<file path="src/rtl/solve_ctrl_if.sv">
// Solver handshake: start pulse out, completion pulse with result back.
interface solve_ctrl_if;
    logic        slv_start;
    logic        slv_done;
    logic        slv_fail;
    logic [4:0]  slv_cnt;
    logic [39:0] slv_ord;

    modport master (
        output slv_start,
        input  slv_done,
        input  slv_fail,
        input  slv_cnt,
        input  slv_ord
    );

    modport slave (
        input  slv_start,
        output slv_done,
        output slv_fail,
        output slv_cnt,
        output slv_ord
    );
endinterface

</file>
<file path="src/rtl/solve_ctrl.sv">
// 5-puzzle sequencer: button debounce, solver handshake with timeout,
// move-list latch and manual/auto stepping of the move index.
module solve_ctrl #(
    parameter int unsigned TICK_DIV      = 4096,
    parameter int unsigned DEB_TICKS     = 4,
    parameter int unsigned AUTO_TICKS    = 256,
    parameter int unsigned TIMEOUT_TICKS = 65535
) (
    input  logic                clk,
    input  logic                rst_n,
    input  logic [4:0]          btn,
    solve_ctrl_if.master        slv,
    output logic                busy,
    output logic                comp,
    output logic                err,
    output logic [4:0]          num,
    output logic [1:0]          move,
    output logic                mv_vld
);

    localparam int unsigned TW = (TICK_DIV > 2) ? $clog2(TICK_DIV) : 1;
    localparam int unsigned DW = $clog2(DEB_TICKS + 1);
    localparam int unsigned AW = $clog2(AUTO_TICKS + 1);
    localparam int unsigned OW = $clog2(TIMEOUT_TICKS + 1);

    typedef enum logic [2:0] {StIdle, StSolve, StShow, StAuto, StFail} state_e;

    // ---------------------------------------------------------------- prescaler
    logic [TW-1:0] pre_q;
    logic          tick;

    assign tick = (pre_q == TW'(TICK_DIV - 1));

    // Free-running scan-tick prescaler.
    always_ff @(posedge clk or negedge rst_n) begin
        if (!rst_n) pre_q <= '0;
        else        pre_q <= tick ? '0 : pre_q + 1'b1;
    end

    // ---------------------------------------------------------------- debounce
    logic [4:0]    sync1_q, sync2_q;
    logic [4:0]    stab_q, stab_d;
    logic [4:0]    ev_q, ev_d;
    logic [DW-1:0] deb_q [5];
    logic [DW-1:0] deb_d [5];

    // Per-button stability counter, advanced only on scan ticks.
    always_comb begin
        for (int i = 0; i < 5; i++) begin
            stab_d[i] = stab_q[i];
            deb_d[i]  = deb_q[i];
            if (tick) begin
                if (sync2_q[i] != stab_q[i]) begin
                    if (deb_q[i] == DW'(DEB_TICKS - 1)) begin
                        stab_d[i] = sync2_q[i];
                        deb_d[i]  = '0;
                    end else begin
                        deb_d[i] = deb_q[i] + 1'b1;
                    end
                end else begin
                    deb_d[i] = '0;
                end
            end
        end
        // Press event on a 0->1 flip of the stable level.
        ev_d = stab_d & ~stab_q;
    end

    // Synchronizer, stable levels and registered press events.
    always_ff @(posedge clk or negedge rst_n) begin
        if (!rst_n) begin
            sync1_q <= '0;
            sync2_q <= '0;
            stab_q  <= '0;
            ev_q    <= '0;
            for (int i = 0; i < 5; i++) deb_q[i] <= '0;
        end else begin
            sync1_q <= btn;
            sync2_q <= sync1_q;
            stab_q  <= stab_d;
            ev_q    <= ev_d;
            for (int i = 0; i < 5; i++) deb_q[i] <= deb_d[i];
        end
    end

    // Only the highest-priority coincident event survives: 0 > 1 > 4 > 3 > 2.
    logic e_clr, e_slv, e_nxt, e_prv, e_aut;

    assign e_clr = ev_q[0];
    assign e_slv = ev_q[1] & ~ev_q[0];
    assign e_nxt = ev_q[4] & ~|ev_q[1:0];
    assign e_prv = ev_q[3] & ~ev_q[4] & ~|ev_q[1:0];
    assign e_aut = ev_q[2] & ~|ev_q[4:3] & ~|ev_q[1:0];

    // ---------------------------------------------------------------- sequencer
    state_e        state_q, state_d;
    logic [4:0]    num_q, num_d;
    logic [4:0]    cnt_q;
    logic [39:0]   ord_q;
    logic [OW-1:0] to_q, to_d;
    logic [AW-1:0] au_q, au_d;
    logic          start_q, start_d;
    logic          load;

    // Index arithmetic widened so cnt_q = 0 cannot underflow.
    logic [5:0] num_inc;
    logic       can_inc, can_dec, can_auto, timeout, astep;

    assign num_inc  = {1'b0, num_q} + 6'd1;
    assign can_inc  = num_inc < {1'b0, cnt_q};
    assign can_dec  = num_q != 5'd0;
    assign can_auto = (cnt_q >= 5'd2) && can_inc;
    assign timeout  = tick && (to_q == OW'(TIMEOUT_TICKS - 1));
    assign astep    = tick && (au_q == AW'(AUTO_TICKS - 1));

    // State and datapath registers.
    always_ff @(posedge clk or negedge rst_n) begin
        if (!rst_n) begin
            state_q <= StIdle;
            num_q   <= '0;
            cnt_q   <= '0;
            ord_q   <= '0;
            to_q    <= '0;
            au_q    <= '0;
            start_q <= 1'b0;
        end else begin
            state_q <= state_d;
            num_q   <= num_d;
            to_q    <= to_d;
            au_q    <= au_d;
            start_q <= start_d;
            if (load) begin
                cnt_q <= (slv.slv_cnt > 5'd20) ? 5'd20 : slv.slv_cnt;
                ord_q <= slv.slv_ord;
            end
        end
    end

    // Next-state, index and counter control.
    always_comb begin
        state_d = state_q;
        num_d   = num_q;
        to_d    = to_q;
        au_d    = au_q;
        start_d = 1'b0;
        load    = 1'b0;
        unique case (state_q)
            StIdle: begin
                num_d = '0;
                if (e_slv) begin
                    start_d = 1'b1;
                    to_d    = '0;
                    state_d = StSolve;
                end
            end
            StSolve: begin
                if (tick) to_d = to_q + 1'b1;
                if (e_clr) begin
                    num_d   = '0;
                    state_d = StIdle;
                end else if (slv.slv_done) begin
                    // Completion beats a same-cycle timeout.
                    if (slv.slv_fail) begin
                        state_d = StFail;
                    end else begin
                        load    = 1'b1;
                        num_d   = '0;
                        state_d = StShow;
                    end
                end else if (timeout) begin
                    state_d = StFail;
                end
            end
            StShow: begin
                if (e_clr) begin
                    num_d   = '0;
                    state_d = StIdle;
                end else if (e_slv) begin
                    start_d = 1'b1;
                    to_d    = '0;
                    state_d = StSolve;
                end else if (e_nxt) begin
                    if (can_inc) num_d = num_q + 1'b1;
                end else if (e_prv) begin
                    if (can_dec) num_d = num_q - 1'b1;
                end else if (e_aut && can_auto) begin
                    au_d    = '0;
                    state_d = StAuto;
                end
            end
            StAuto: begin
                if (e_clr) begin
                    num_d   = '0;
                    state_d = StIdle;
                end else if (e_slv) begin
                    start_d = 1'b1;
                    to_d    = '0;
                    state_d = StSolve;
                end else if (e_nxt) begin
                    if (can_inc) num_d = num_q + 1'b1;
                    state_d = StShow;
                end else if (e_prv) begin
                    if (can_dec) num_d = num_q - 1'b1;
                    state_d = StShow;
                end else if (e_aut) begin
                    state_d = StShow;
                end else begin
                    if (tick) au_d = au_q + 1'b1;
                    if (astep) begin
                        au_d = '0;
                        if (can_inc) num_d = num_q + 1'b1;
                        // Stop once the last move is on display.
                        if (!can_inc || (num_inc + 6'd1 == {1'b0, cnt_q})) state_d = StShow;
                    end
                end
            end
            StFail: begin
                if (e_clr) begin
                    num_d   = '0;
                    state_d = StIdle;
                end else if (e_slv) begin
                    start_d = 1'b1;
                    to_d    = '0;
                    state_d = StSolve;
                end
            end
            default: begin
                num_d   = '0;
                state_d = StIdle;
            end
        endcase
    end

    // Outputs decoded from registers only.
    logic [39:0] ord_sh;

    always_comb begin
        busy   = (state_q == StSolve);
        comp   = (state_q == StShow) || (state_q == StAuto);
        err    = (state_q == StFail);
        mv_vld = comp && (cnt_q != 5'd0);
        ord_sh = ord_q >> {num_q, 1'b0};
        move   = comp ? ord_sh[1:0] : 2'b00;
    end

    assign num           = num_q;
    assign slv.slv_start = start_q;

endmodule

</file>
<file path="src/flat_wrapper.sv">
// flat-port wrapper written by rule: the top's interface ports become plain ports
module solve_ctrl_flat 
#(
    parameter int unsigned TICK_DIV      = 4096,
    parameter int unsigned DEB_TICKS     = 4,
    parameter int unsigned AUTO_TICKS    = 256,
    parameter int unsigned TIMEOUT_TICKS = 65535
)
  (clk, rst_n, btn, busy, comp, err, num, move, mv_vld, slv_slv_start, slv_slv_done, slv_slv_fail, slv_slv_cnt, slv_slv_ord);
  solve_ctrl_if slv_i ();
  input  logic clk;
  input  logic rst_n;
  input  logic [4:0] btn;
  output logic busy;
  output logic comp;
  output logic err;
  output logic [4:0] num;
  output logic [1:0] move;
  output logic mv_vld;
  output wire logic [$bits(slv_i.slv_start)-1:0] slv_slv_start;
  input wire logic [$bits(slv_i.slv_done)-1:0] slv_slv_done;
  input wire logic [$bits(slv_i.slv_fail)-1:0] slv_slv_fail;
  input wire logic [$bits(slv_i.slv_cnt)-1:0] slv_slv_cnt;
  input wire logic [$bits(slv_i.slv_ord)-1:0] slv_slv_ord;
  assign slv_slv_start = slv_i.slv_start;
  assign slv_i.slv_done = slv_slv_done;
  assign slv_i.slv_fail = slv_slv_fail;
  assign slv_i.slv_cnt = slv_slv_cnt;
  assign slv_i.slv_ord = slv_slv_ord;
  solve_ctrl #(.TICK_DIV(TICK_DIV), .DEB_TICKS(DEB_TICKS), .AUTO_TICKS(AUTO_TICKS), .TIMEOUT_TICKS(TIMEOUT_TICKS)) u_core (.clk(clk), .rst_n(rst_n), .btn(btn), .slv(slv_i), .busy(busy), .comp(comp), .err(err), .num(num), .move(move), .mv_vld(mv_vld));
endmodule
</file>
<file path="config.mk">
export PLATFORM = sky130hd
export DESIGN_NAME = solve_ctrl_flat
export DESIGN_NICKNAME = d
export VERILOG_FILES = /design/src/rtl/solve_ctrl_if.sv /design/src/rtl/solve_ctrl.sv /design/src/flat_wrapper.sv
export SDC_FILE = /design/constraint.sdc
export NUM_CORES = 1
export LEC_CHECK = 0
export ABC_CLOCK_PERIOD_IN_PS = 3600
export BUFFER_PORTS_ARGS = -buffer_cell sky130_fd_sc_hd__buf_4
export CORE_MARGIN = 5
export CORE_UTILIZATION = 35
export CTS_CLUSTER_DIAMETER = 50
export DETAILED_ROUTE_END_ITERATION = 10
export GPL_ROUTABILITY_DRIVEN = 0
export PLACE_DENSITY = 0.57
export SETUP_SLACK_MARGIN = 0.4
export SYNTH_ARGS = -nofsm -noshare
export SYNTH_HDL_FRONTEND = slang
export SYNTH_SLANG_ARGS = --single-unit
export TNS_END_PERCENT = 5
</file>
<file path="constraint.sdc">
create_clock -name clk -period 3.6 [get_ports clk]
set_clock_uncertainty 0.1 [all_clocks]
set_input_delay 0.72 -clock clk [delete_from_list [all_inputs] [get_ports clk]]
set_output_delay 0.72 -clock clk [all_outputs]
set_load 0.005 [all_outputs]
</file>
# --- Word level (Yosys, flattened, before mapping) ---
# Cells that the tools add are included.
totals:
  output_inout_bits: 12
  in_bits: 54
  register_bits: 126
classes:
  n_bitwise: 10
  n_eq_ne: 45
  shift: 1
  n_reduce_logical: 22
  n_addsub: 12
  n_mux: 88
  magnitude_cmp: 3
ops:
  columns: ["op", "n"]
  rows:
  - ["2-to-1 mux 9 bit", 12]
  - ["2-to-1 mux 5 bit", 17]
  - ["2-to-1 mux 3 bit", 28]
  - ["2-to-1 mux 16 bit", 3]
  - ["one-hot mux 16 bit (3 select lines)", 1]
  - ["right shift 40 x 6 -> 2 bit", 1]
  - ["equality test 3 x 2 -> 1 bit, second input constant", 7]
  - ["2-to-1 mux 1 bit", 21]
  - ["inequality test 2 bit, second input constant", 10]
  - ["one-hot mux 5 bit (4 select lines)", 1]
  - ["one-hot mux 9 bit (2 select lines)", 1]
  - ["adder 16 x 1 -> 16 bit, second input constant", 1]
  - ["equality test 16 bit, second input constant", 1]
  - ["adder 3 x 1 -> 3 bit, second input constant", 5]
  - ["one-hot mux 3 bit (5 select lines)", 1]
  - ["inequality test 7 x 1 -> 1 bit, second input constant", 2]
  - ["adder 12 x 1 -> 12 bit, second input constant", 1]
  - ["equality test 12 bit, second input constant", 1]
  - ["2-to-1 mux 12 bit", 1]
  - ["inequality test 4 x 1 -> 1 bit, second input constant", 3]
  - ["AND reduction 12 bit", 1]
  - ["nonzero test 5 bit", 2]
  - ["adder 9 x 1 -> 9 bit, second input constant", 1]
  - ["equality test 9 x 8 -> 1 bit, second input constant", 1]
  - ["34 further kinds", 58]

# --- Depth between registers and ports, before layout ---
# Gate-level depths: netlist of run 1.
depth:
  depth_word: 12
  depth_mapped: 12

# --- Worst setup path before layout of run 1 ---
# No wires, ideal clock.
synth_timing:
  path_kind: "flip-flop to flip-flop"
  from: "register u_core.num_q[0] (netlist: u_core.num[0])"
  to: "register u_core.au_q[1]"
  required_time_ns: 3.405
  path_buffers: 3
  path_slack_ns: 0.619
  t_arrival_ns: 2.786
  stages_incl_launch_ff: 13
  path_cell_list: "dfrtp_1 -> buf_2 -> buf_4 -> nand3_1 -> xnor2_1 -> ha_1 -> a21o_1 -> a21oi_1 -> nand3b_1 -> buf_2 -> o31ai_1 -> nand2_1 -> o31ai_1"
synth_via:
  elab_chain_cells: 6
synth_rtl:
  columns: ["element", "line_no", "rtl"]
  rows:
  - ["start: declaration", "solve_ctrl.sv:97", "logic [4:0] num_q, num_d;"]
  - ["start signal: assignment", "solve_ctrl.sv:128", "num_q <= num_d;"]
  - ["adder 5 x 1 -> 6 bit", "solve_ctrl.sv:109", "assign num_inc = {1'b0, num_q} + 6'd1;"]
  - ["< comparator 6 x 5 -> 1 bit", "solve_ctrl.sv:110", "assign can_inc = num_inc < {1'b0, cnt_q};"]
  - ["logical AND 1 bit", "solve_ctrl.sv:112", "assign can_auto = (cnt_q >= 5'd2) && can_inc;"]
  - ["logical AND 1 bit", "solve_ctrl.sv:186", "end else if (e_aut && can_auto) begin"]
  - ["inequality test 2 x 1 -> 1 bit (no source line)", null, null]
  - ["AND reduction 12 bit (no source line)", null, null]
  - ["end signal: assignment", "solve_ctrl.sv:130", "au_q <= au_d;"]
  - ["end: declaration", "solve_ctrl.sv:101", "logic [AW-1:0] au_q, au_d;"]
# No other way between the ends.
# A chain may end at the register's enable or synchronous reset.

# --- Final worst setup path of run 1 ---
layout_timing:
  from: "register u_core.num_q[0] (netlist: u_core.num[0])"
  to: "output port move[1]"
layout_via:
  elab_chain_cells: 2
layout_rtl:
  columns: ["element", "line_no", "rtl"]
  rows:
  - ["right shift 40 x 6 -> 2 bit", "solve_ctrl.sv:242", "ord_sh = ord_q >> {num_q, 1'b0};"]
  - ["2-to-1 mux 2 bit", "solve_ctrl.sv:243", "move = comp ? ord_sh[1:0] : 2'b00;"]
  - ["end: declaration", "flat_wrapper.sv:18", "output logic [1:0] move;"]
# No other way between the ends.

==> results of run 1 <==
power groups by stage:
stage               logic [uW]  registers [uW]  clock network (uW)
finish                     125            1460                1680
global route               141            1460                1800
CTS                        128            1450                1740
detailed placement         128            1480                   0
global placement           125            1480                   0
floorplan                 40.5            1480                   0
layer usage:
| metal | share of wire (%) | up-vias | routed length (um) | GRT usage, % |
|---|---|---|---|---|
| met1 | 44 | 2263 | 6140 | 18.0 |
| li1 | - | 2220 | - | - |
| met2 | 50 | 85 | 6890 | 22.8 |
| met5 | 0 | - | 0 | 0 |
| met3 | 3.9 | 18 | 545 | 3.42 |
| met4 | 2.1 | 0 | 293 | 7.61 |
worst max-delay path, delay by kind of cell (launching register included):
| family | cells | cell delay, ns |
|---|---|---|
| buf+inv | 2 | 0.34 |
| flops | 1 | 0.40 |
| mux | 2 | 1.00 |
| simple gates | 1 | 0.08 |
| compound gates | 1 | 0.07 |
cell usage after synthesis (all sizes together) (4+ instances only):
| library cell | instances | area (um2) |
|---|---|---|
| mux2 | 47 | 529 |
| o31ai | 14 | 105 |
| ha | 17 | 213 |
| clkbuf | 13 | 48.8 |
| o21ai | 28 | 140 |
| or3 | 6 | 37.5 |
| nor2b | 8 | 50.1 |
| inv | 26 | 97.6 |
| nor4 | 6 | 52.6 |
| nand4 | 10 | 77.6 |
| and3b | 5 | 43.8 |
| nor2 | 49 | 184 |
| mux2i | 4 | 40.0 |
| dfrtp | 126 | 3150 |
| nand2b | 8 | 50.1 |
| nand3 | 27 | 135 |
| and3 | 14 | 87.6 |
| a31oi | 4 | 25.0 |
| nand2 | 40 | 150 |
| xor2 | 16 | 140 |
| nor3 | 9 | 56.3 |
| mux4 | 12 | 270 |
| a21oi | 25 | 125 |
| xnor2 | 16 | 140 |
| buf | 9 | 47.6 |
worst max-delay path by stage:
| stage | slack, ns | cells after the start | to | startpoint |
|---|---|---|---|---|
| 3_5_place_dp | 0.37 | 9 | u_core.state_q[2] | u_core.num[0] |
| 6_report | 0.46 | 6 | move[1] | u_core.num[0] |
| 3_3_place_gp | 0.60 | 9 | u_core.au_q[1] | u_core.num[0] |
| 4_1_cts | 0.41 | 6 | move[1] | u_core.num[0] |
| 5_1_grt | 0.35 | 6 | move[1] | u_core.num[0] |
| 2_1_floorplan | 0.62 | 12 | u_core.au_q[1] | u_core.num[0] |
logic make-up after synthesis:
family	Yosys count	synth area share [%]
simple gates	196	16.3
flops	126	49.6
fa+ha+maj	17	3.35
xor+xnor	32	4.41
mux	63	13.2
buf+inv	48	3.05
compound gates	97	10.1
through the flow:
stage | worst slack (ns) | std cells | hold slack, ns | area (um2) | util (%)
after floorplan | 0.619 | 579 | 0.231 | 6360 | -
after global placement | 0.596 | 860 | 0.237 | 7110 | 39.7
after detailed placement | 0.369 | 860 | 0.236 | 7110 | 39.7
after CTS | 0.409 | 893 | 0.250 | 7700 | 43.0
after global routing | 0.349 | 894 | 0.255 | 7720 | 43.2
final | 0.459 | 894 | 0.248 | 7720 | 43.2
what timing repair did:
| item | in CTS | in global routing |
|---|---|---|
| pin swaps | 0 | 1 |
| resized for setup | 3 | 2 |
| setup endpoints to repair | 4 | 14 |
| buffers inserted | 1 | 1 |
final cells by class:
| type | instances | share of cell area [%] |
|---|---|---|
| Timing Repair Buffer | 76 | 7.48 |
| Tap cell | 229 | 3.71 |
| Multi-Input combinational cell | 405 | 39.2 |
| Clock buffer | 18 | 5.69 |
| Inverter | 26 | 1.26 |
| Sequential cell | 126 | 40.8 |
| Clock inverter | 14 | 1.86 |
state kept, by name, summed over array words and instances (netlist names), 5 cells and up:
signal          flops
u_core.au_q         9
u_core.cnt_q        5
u_core.deb_q       15
u_core.ev_q         5
u_core.num          5
u_core.ord_q       40
u_core.pre_q       12
u_core.stab_q       5
u_core.sync1_q      5
u_core.sync2_q      5
u_core.to_q        16
==> flow_summary.ini, run 1 <==
[clock_network]
clk_pin_slew_ns = 0.06
htreeDepth = 4
cts_root_buffer = clkbuf_16
cts_buffer_depth = 2
clk_latency_ns = 0.42
tritoncts = done
cts_made_buffers = 17
clkSinkCount = 126
hold_buffers = 0

[yosys]
synth_area_um2 = 6360
ys_warn_count = 0
ys.flop_type = dfrtp_1
synth-edff-count = 0
synth-seq-cells = 126
yosysUniqueCellTypes = 62
synth-seq-area-share_pct = 49.6
syn_avg_cell_area_um2 = 11.0
synth_fp_nets = 650
synthArstFlopShare_pct = 100
netlist_instances = 579

[hold_path]
hp-start = u_core.sync1_q[3]
whs_endpoint = u_core.sync2_q[3]
hold_path_depth = 0
hp-class = register to register

[power]
power_switching_uw = 759
leakage_uw = 0.00369
seq_power_share_pct = 44.6
pwr-share-clk_pct = 51.5
p_per_area_nw_per_um2 = 422
peakVddDrop_v = 0.000315
p_sw_share_pct = 23.3
p_int_uw = 2500
combPwrFrac_pct = 3.8
power.total_uw = 3260

[global_route]
grt_usage_pct = 14.3
antenna_found_initial = 0
grt_pass1_vias = 4831
grt_pass1_wl_mm = 23.5
grt_max_degree = 67
grt.overflow.total = 0

[floorplan]
die_area_um2 = 21000
core_area_um2 = 17900
start_util_pct = 35.5
rows = 49
ios = 66
die_y_um = 145
die_x_um = 145

[layout]
antenna_cells = 0
num-fill-cells = 1715
drive_gt1_share_pct = 25.4
ff_latch_area_um2 = 3150
multi_input_comb_area_um2 = 3030
final_cell_mix = dfrtp_1, buf_4, nor2_1, nand2_1, mux2_2
final_nets = 723
area_delta_synth_final_pct = 21.5
final_common_cell = dfrtp_1

[timing]
min_period_ns = 3.14
drv_slew = 0
setup_tns_ns = 0
setup_violations = 0
rsz0062_at_grt = yes
fmax_mhz = 318
timing.final.crit_share_pct = 87.2
hold_viol_final = 0
tightest_slew_ns = 1.11
timing.slew.headroom_pct = 25.9

[worst_setup_path]
cp_max_fo = 12
r2r_cells = 11
worstSetupEndpointType = output pin
worstSetupPathType = register to output pin
cp.required_ns = 2.78
crit_chain = buf_8 > mux4_2 > mux4_2 > nand2b_1 > a21oi_1 > buf_4
worstReg2RegStart = u_core.num[0]
cpMostUsedCell = mux4_2
cpPeakStageDelay_ns = 0.52
worstSetupStartpointType = register
cp_slowest_cell = mux4_2
ff2ff_setup_slack_ns = 0.68
r2r-end = u_core.au_q[5]
arrival_ns = 2.32

[detailed_routing]
detail_route.iter0.violations = 172
dr_total_vias = 4586
ant_nets = 0
postRouteWirelength_mm = 13.9
wl_per_cell_um = 15.5
drc_errors = 0
via_per_inst = 5.13
first_pass_iters = 4

[flow_run]
maxCapViolCount = 0

[run_status]
status = complete, no violations

[placement]
portBuffers = 65
dp_hpwl_mm = 10.1
No activity file was read; power rests on OpenSTA's default activity.
==> run 2, diff against run 1 <==
--- a/config.mk
+++ b/config.mk
@@ -13,6 +13,7 @@
 export DETAILED_ROUTE_END_ITERATION = 10
 export GPL_ROUTABILITY_DRIVEN = 0
 export PLACE_DENSITY = 0.57
+export RECOVER_POWER = 50
 export SETUP_SLACK_MARGIN = 0.4
 export SYNTH_ARGS = -nofsm -noshare
 export SYNTH_HDL_FRONTEND = slang
==> flow_summary.ini, run 2 (synthesis gave the netlist of run 1 again) <==
[run_status]
status = complete, but fails checks
violations = max-capacitance violations, max-slew violations

[worst_setup_path]
cp_max_fo = 12
cp_slowest_cell = mux4_2
cpLargestDelayFamily = multiplexers
crit_chain = buf_8 > mux4_2 > mux4_2 > nand2b_1 > a21oi_1 > buf_4
cpMostUsedCell = mux4_2
worstSetupEndpointType = output pin
worst-path-buf-inv = 2
worstSetupStartpointType = register
cpPeakStageDelay_ns = 0.52
cp.required_ns = 2.78
worstSetupPathType = register to output pin
arrival_ns = 2.34

[detailed_routing]
ant_nets = 0
detail_route.iter0.violations = 181
via_per_inst = 5.14
drc_errors = 0
wl_per_cell_um = 15.6
first_pass_iters = 5
dr_total_vias = 4594
postRouteWirelength_mm = 13.9

[layout]
drive_gt1_share_pct = 25.0
fin_util_pct = 43.0
regMostFlops = u_core.ord_q
final_cell_mix = dfrtp_1, buf_4, nor2_1, nand2_1, mux2_2
area_delta_synth_final_pct = 21.1
final_common_cell = dfrtp_1
final_nets = 723
reg_top3 = u_core.ord_q (40), u_core.to_q (16), u_core.deb_q (15)
antenna_cells = 0
largest_reg_flops = 40

[floorplan]
die_area_um2 = 21000
rows = 49
ios = 66
die_x_um = 145
core_area_um2 = 17900
die_y_um = 145
start_util_pct = 35.5

[timing]
fmax_mhz = 317
min_period_ns = 3.16
tightest_slew_ns = 1.62
setup_violations = 0
timing.slew.headroom_pct = -7.95
timing.final.crit_share_pct = 87.8
drv_slew = 67
setup_tns_ns = 0
rsz0062_at_grt = yes
hold_viol_final = 0

[clock_network]
cts_root_buffer = clkbuf_16
clkSinkCount = 126
hold_buffers = 0
clk_pin_slew_ns = 0.07
cts_made_buffers = 17
cts_buffer_depth = 2
clk_latency_ns = 0.42
htreeDepth = 4
tritoncts = done

[hold_path]
hp-class = register to register

[global_route]
grt_pass1_wl_mm = 23.5
use_met1_pct = 18.0
grt_max_degree = 67
grt_pass1_vias = 4831
gr-usage-met2_pct = 22.8
grt.overflow.total = 0
globalRouteMet3Util_pct = 3.42
busiest_layer = met2
grt_usage_pct = 14.3
antenna_found_initial = 0

[power]
p_sw_share_pct = 23.4
peakVddDrop_v = 0.000319
power.total_uw = 3260
leakage_uw = 0.00366
power_switching_uw = 762
p_per_area_nw_per_um2 = 424
p_int_uw = 2500
combPwrFrac_pct = 3.8
pwr-share-clk_pct = 51.6
seq_power_share_pct = 44.6

[placement]
portBuffers = 65
dp_hpwl_mm = 10.1

[flow_run]
maxCapViolCount = 1
## run 2: worst register-to-register path: stages (launching register included)
cell      delay, ns
dfrtp_2        0.44
buf_4          0.17
ha_1           0.26
nand3_1        0.13
xor2_1         0.22
inv_1          0.07
ha_1           0.29
a21oi_1        0.14
nand3b_1       0.19
o31a_1         0.40
o31ai_1        0.29
o31ai_1        0.11
## run 2: layout make-up
type | instances | area, um2
clock inverters | 14 | 144
flip-flops and latches | 126 | 3150
multi-input cells | 405 | 3010
fillers | 1722 | 10200
well taps | 229 | 287
inverters | 26 | 97.6
clock buffers | 18 | 439
repair buffers | 76 | 566
## run 2: power groups by stage
stage | logic, uW | clock network [uW] | registers (uW)
final | 123 | 1680 | 1460
after global routing | 140 | 1800 | 1460
after CTS | 128 | 1740 | 1450
after detailed placement | 128 | 0 | 1480
after global placement | 125 | 0 | 1480
after floorplan | 40.5 | 0 | 1480
## run 2: timing repair
| action | CTS | global route |
|---|---|---|
| setup endpoints to repair | 4 | 14 |
| gates resized for setup | 3 | 2 |
| pin swaps | 0 | 1 |
| buffers inserted | 1 | 1 |
## run 2: path summary, 6_finish.rpt
| check | slack, ns | depth (start not counted) | endpoint | start |
|---|---|---|---|---|
| max | 0.44 | 6 | move[1] | u_core.num[0] |
| min | 0.25 | 0 | u_core.sync2_q[3] | u_core.sync1_q[3] |
| max in group asynchronous | 0.91 | 2 | u_core.num[0] | rst_n |
| min in group asynchronous | 0.61 | 1 | u_core.pre_q[8] | rst_n |
| min reg2reg | 0.25 | 0 | u_core.sync2_q[3] | u_core.sync1_q[3] |
| max reg2reg | 0.67 | 11 | u_core.au_q[5] | u_core.num[0] |
## run 2: routing by layer
metal,share of wire (%),routed length [um]
met1,44,6150
met2,50,6920
met3,4.1,564
met4,1.9,267
met5,0,0
## run 2: metrics by stage
step	hold WS (ns)	setup WS, ns	instance area, um2	cells
floorplan	0.231	0.619	6360	579
finish	0.248	0.441	7700	894
detailed placement	0.236	0.369	7110	860
global route	0.255	0.312	7700	894
CTS	0.250	0.409	7700	893
global placement	0.237	0.596	7110	860
==> run 3, diff against run 2 <==
--- a/config.mk
+++ b/config.mk
@@ -5,14 +5,14 @@
 export SDC_FILE = /design/constraint.sdc
 export NUM_CORES = 1
 export LEC_CHECK = 0
-export ABC_CLOCK_PERIOD_IN_PS = 3600
+export ABC_CLOCK_PERIOD_IN_PS = 2850
 export BUFFER_PORTS_ARGS = -buffer_cell sky130_fd_sc_hd__buf_4
 export CORE_MARGIN = 5
 export CORE_UTILIZATION = 35
 export CTS_CLUSTER_DIAMETER = 50
 export DETAILED_ROUTE_END_ITERATION = 10
 export GPL_ROUTABILITY_DRIVEN = 0
-export PLACE_DENSITY = 0.57
+export PLACE_DENSITY = 0.59
 export RECOVER_POWER = 50
 export SETUP_SLACK_MARGIN = 0.4
 export SYNTH_ARGS = -nofsm -noshare
==> constraint.sdc (replaced) <==
create_clock -name clk -period 2.85 [get_ports clk]
set_clock_uncertainty 0.1 [all_clocks]
set_input_delay 0.57 -clock clk [delete_from_list [all_inputs] [get_ports clk]]
set_output_delay 0.57 -clock clk [all_outputs]
set_load 0.005 [all_outputs]
==> flow_summary.ini, run 3 (synthesis gave the netlist of run 1 again) <==
[clock_network]
clk_latency_ns = 0.42
clk_pin_slew_ns = 0.06
clkSinkCount = 126
cts_root_buffer = clkbuf_16
htreeDepth = 4
cts_buffer_depth = 2
cts_made_buffers = 17
tritoncts = done

[layout]
final_cell_mix = dfrtp_1, buf_4, nor2_1, nand2_1, mux2_2
finalInstanceArea_um2 = 8010
drive_gt1_share_pct = 28.9
antenna_cells = 0
regMostFlops = u_core.ord_q
final_nets = 739
num-fill-cells = 1657
reg_top3 = u_core.ord_q (40), u_core.to_q (16), u_core.deb_q (15)
area_delta_synth_final_pct = 25.9
largest_reg_flops = 40
final_common_cell = dfrtp_1

[floorplan]
core_area_um2 = 17900
start_util_pct = 35.5
rows = 49
die_x_um = 145
die_area_um2 = 21000
die_y_um = 145
ios = 66

[detailed_routing]
first_pass_iters = 4
wl_per_cell_um = 15.5
postRouteWirelength_mm = 14.1
ant_nets = 0
via_per_inst = 5.18
dr_total_vias = 4713
detail_route.iter0.violations = 305
drc_errors = 0

[hold_path]
hp-class = primary input to register
hp-start = btn[1]
hold_path_depth = 1

[worst_setup_path]
cpPeakStageDelay_ns = 0.50
cp.required_ns = 2.18
worstSetupEndpointType = output pin
cp_slowest_cell = mux4_2
worstReg2RegStart = u_core.num[0]
arrival_ns = 2.25
worst-path-buf-inv = 2
startpoint = u_core.num[0]
worstSetupPathType = register to output pin
cpMostUsedCell = mux4_2
r2r_cells = 13
cpLargestDelayFamily = multiplexers
cp.depth = 6
crit_chain = buf_12 > mux4_2 > mux4_2 > nand2b_1 > a21oi_2 > buf_4
worstSetupStartpointType = register
cp_max_fo = 6

[global_route]
grt_pass1_vias = 4788
globalRouteMet3Util_pct = 3.22
grt_pass1_wl_mm = 23.4
grt.overflow.total = 0
use_met1_pct = 17.9
gr-usage-met2_pct = 23.7
grt_usage_pct = 14.1
antenna_found_initial = 0
busiest_layer = met2
grt_max_degree = 51

[timing]
rsz0062_at_grt = yes
setup_ws_ns = -0.0664
setup_tns_ns = -0.131
setup_violations = 2
min_period_ns = 2.92
hold_viol_final = 0
timing.final.crit_share_pct = 102
timing.slew.headroom_pct = 25.4
fmax_mhz = 343
drv_slew = 0
tightest_slew_ns = 1.12

[placement]
dp_hpwl_mm = 10.1
portBuffers = 65
place_area_um2 = 7260

[power]
peakVddDrop_v = 0.000410
power.total_uw = 4230
p_per_area_nw_per_um2 = 529
leakage_uw = 0.00378

[flow_run]
maxCapViolCount = 0

[run_status]
violations = negative setup slack
status = complete, but fails checks
[run 3: cell count changes in the layout (fill, tap and decap cells not counted), moves of 3 or more]
cell and change:
buf_4 +13, o21ai_0 -4, o21ai_1 +4, a21oi_1 -3
a21oi_2 +3, clkinvlp_4 +3
[run 3: per-stage QoR]
stage          utilization (%)  hold slack [ns]  instances  setup slack, ns
6_report                  44.7            0.181        910          -0.0664
5_1_grt                   44.7            0.158        910           -0.153
4_1_cts                   44.5           0.0766        907          -0.0948
3_5_place_dp              40.6            0.235        872           0.0812
3_3_place_gp              40.6            0.234        872            0.149
2_1_floorplan                -            0.174        579            0.197
[run 3: where the power goes]
group | internal [uW] | switching, uW | total (uW)
registers | 1820 | 16.5 | 1840
clock network | 1390 | 846 | 2240
logic | 85.6 | 74.3 | 160
[run 3: what timing repair did]
item / 4_1_cts / 5_1_grt
hold buffers: 0 / 0
pin swaps: 11 / 7
resized for setup: 18 / 6
setup buffers: 3 / 2
endpoints found under the setup margin: 18 / 21
cloned: 0 / 1
[run 3: metal layers]
| layer | up-vias | routed length, um |
|---|---|---|
| met5 | - | 0 |
| met4 | 0 | 170 |
| met2 | 83 | 7310 |
| li1 | 2248 | - |
| met3 | 14 | 539 |
| met1 | 2368 | 6110 |
[run 3: area by class of cell]
class	count	area [um2]	area share (%)
inverter	26	103	1.28
multi-input combinational	405	3130	39.1
clock inverter	14	181	2.27
timing repair buffer	92	717	8.96
sequential	126	3160	39.4
clock buffer	18	429	5.36
tap	229	287	3.58
[run 3: final timing paths]
kind | to | slack [ns]
max in group asynchronous | u_core.ord_q[1] | 0.77
setup reg to reg | u_core.num[2] | 0.05
min in group asynchronous | u_core.to_q[6] | 0.27
hold / removal | u_core.sync1_q[1] | 0.18
hold reg to reg | u_core.sync2_q[2] | 0.25
setup / recovery | move[0] | -0.07
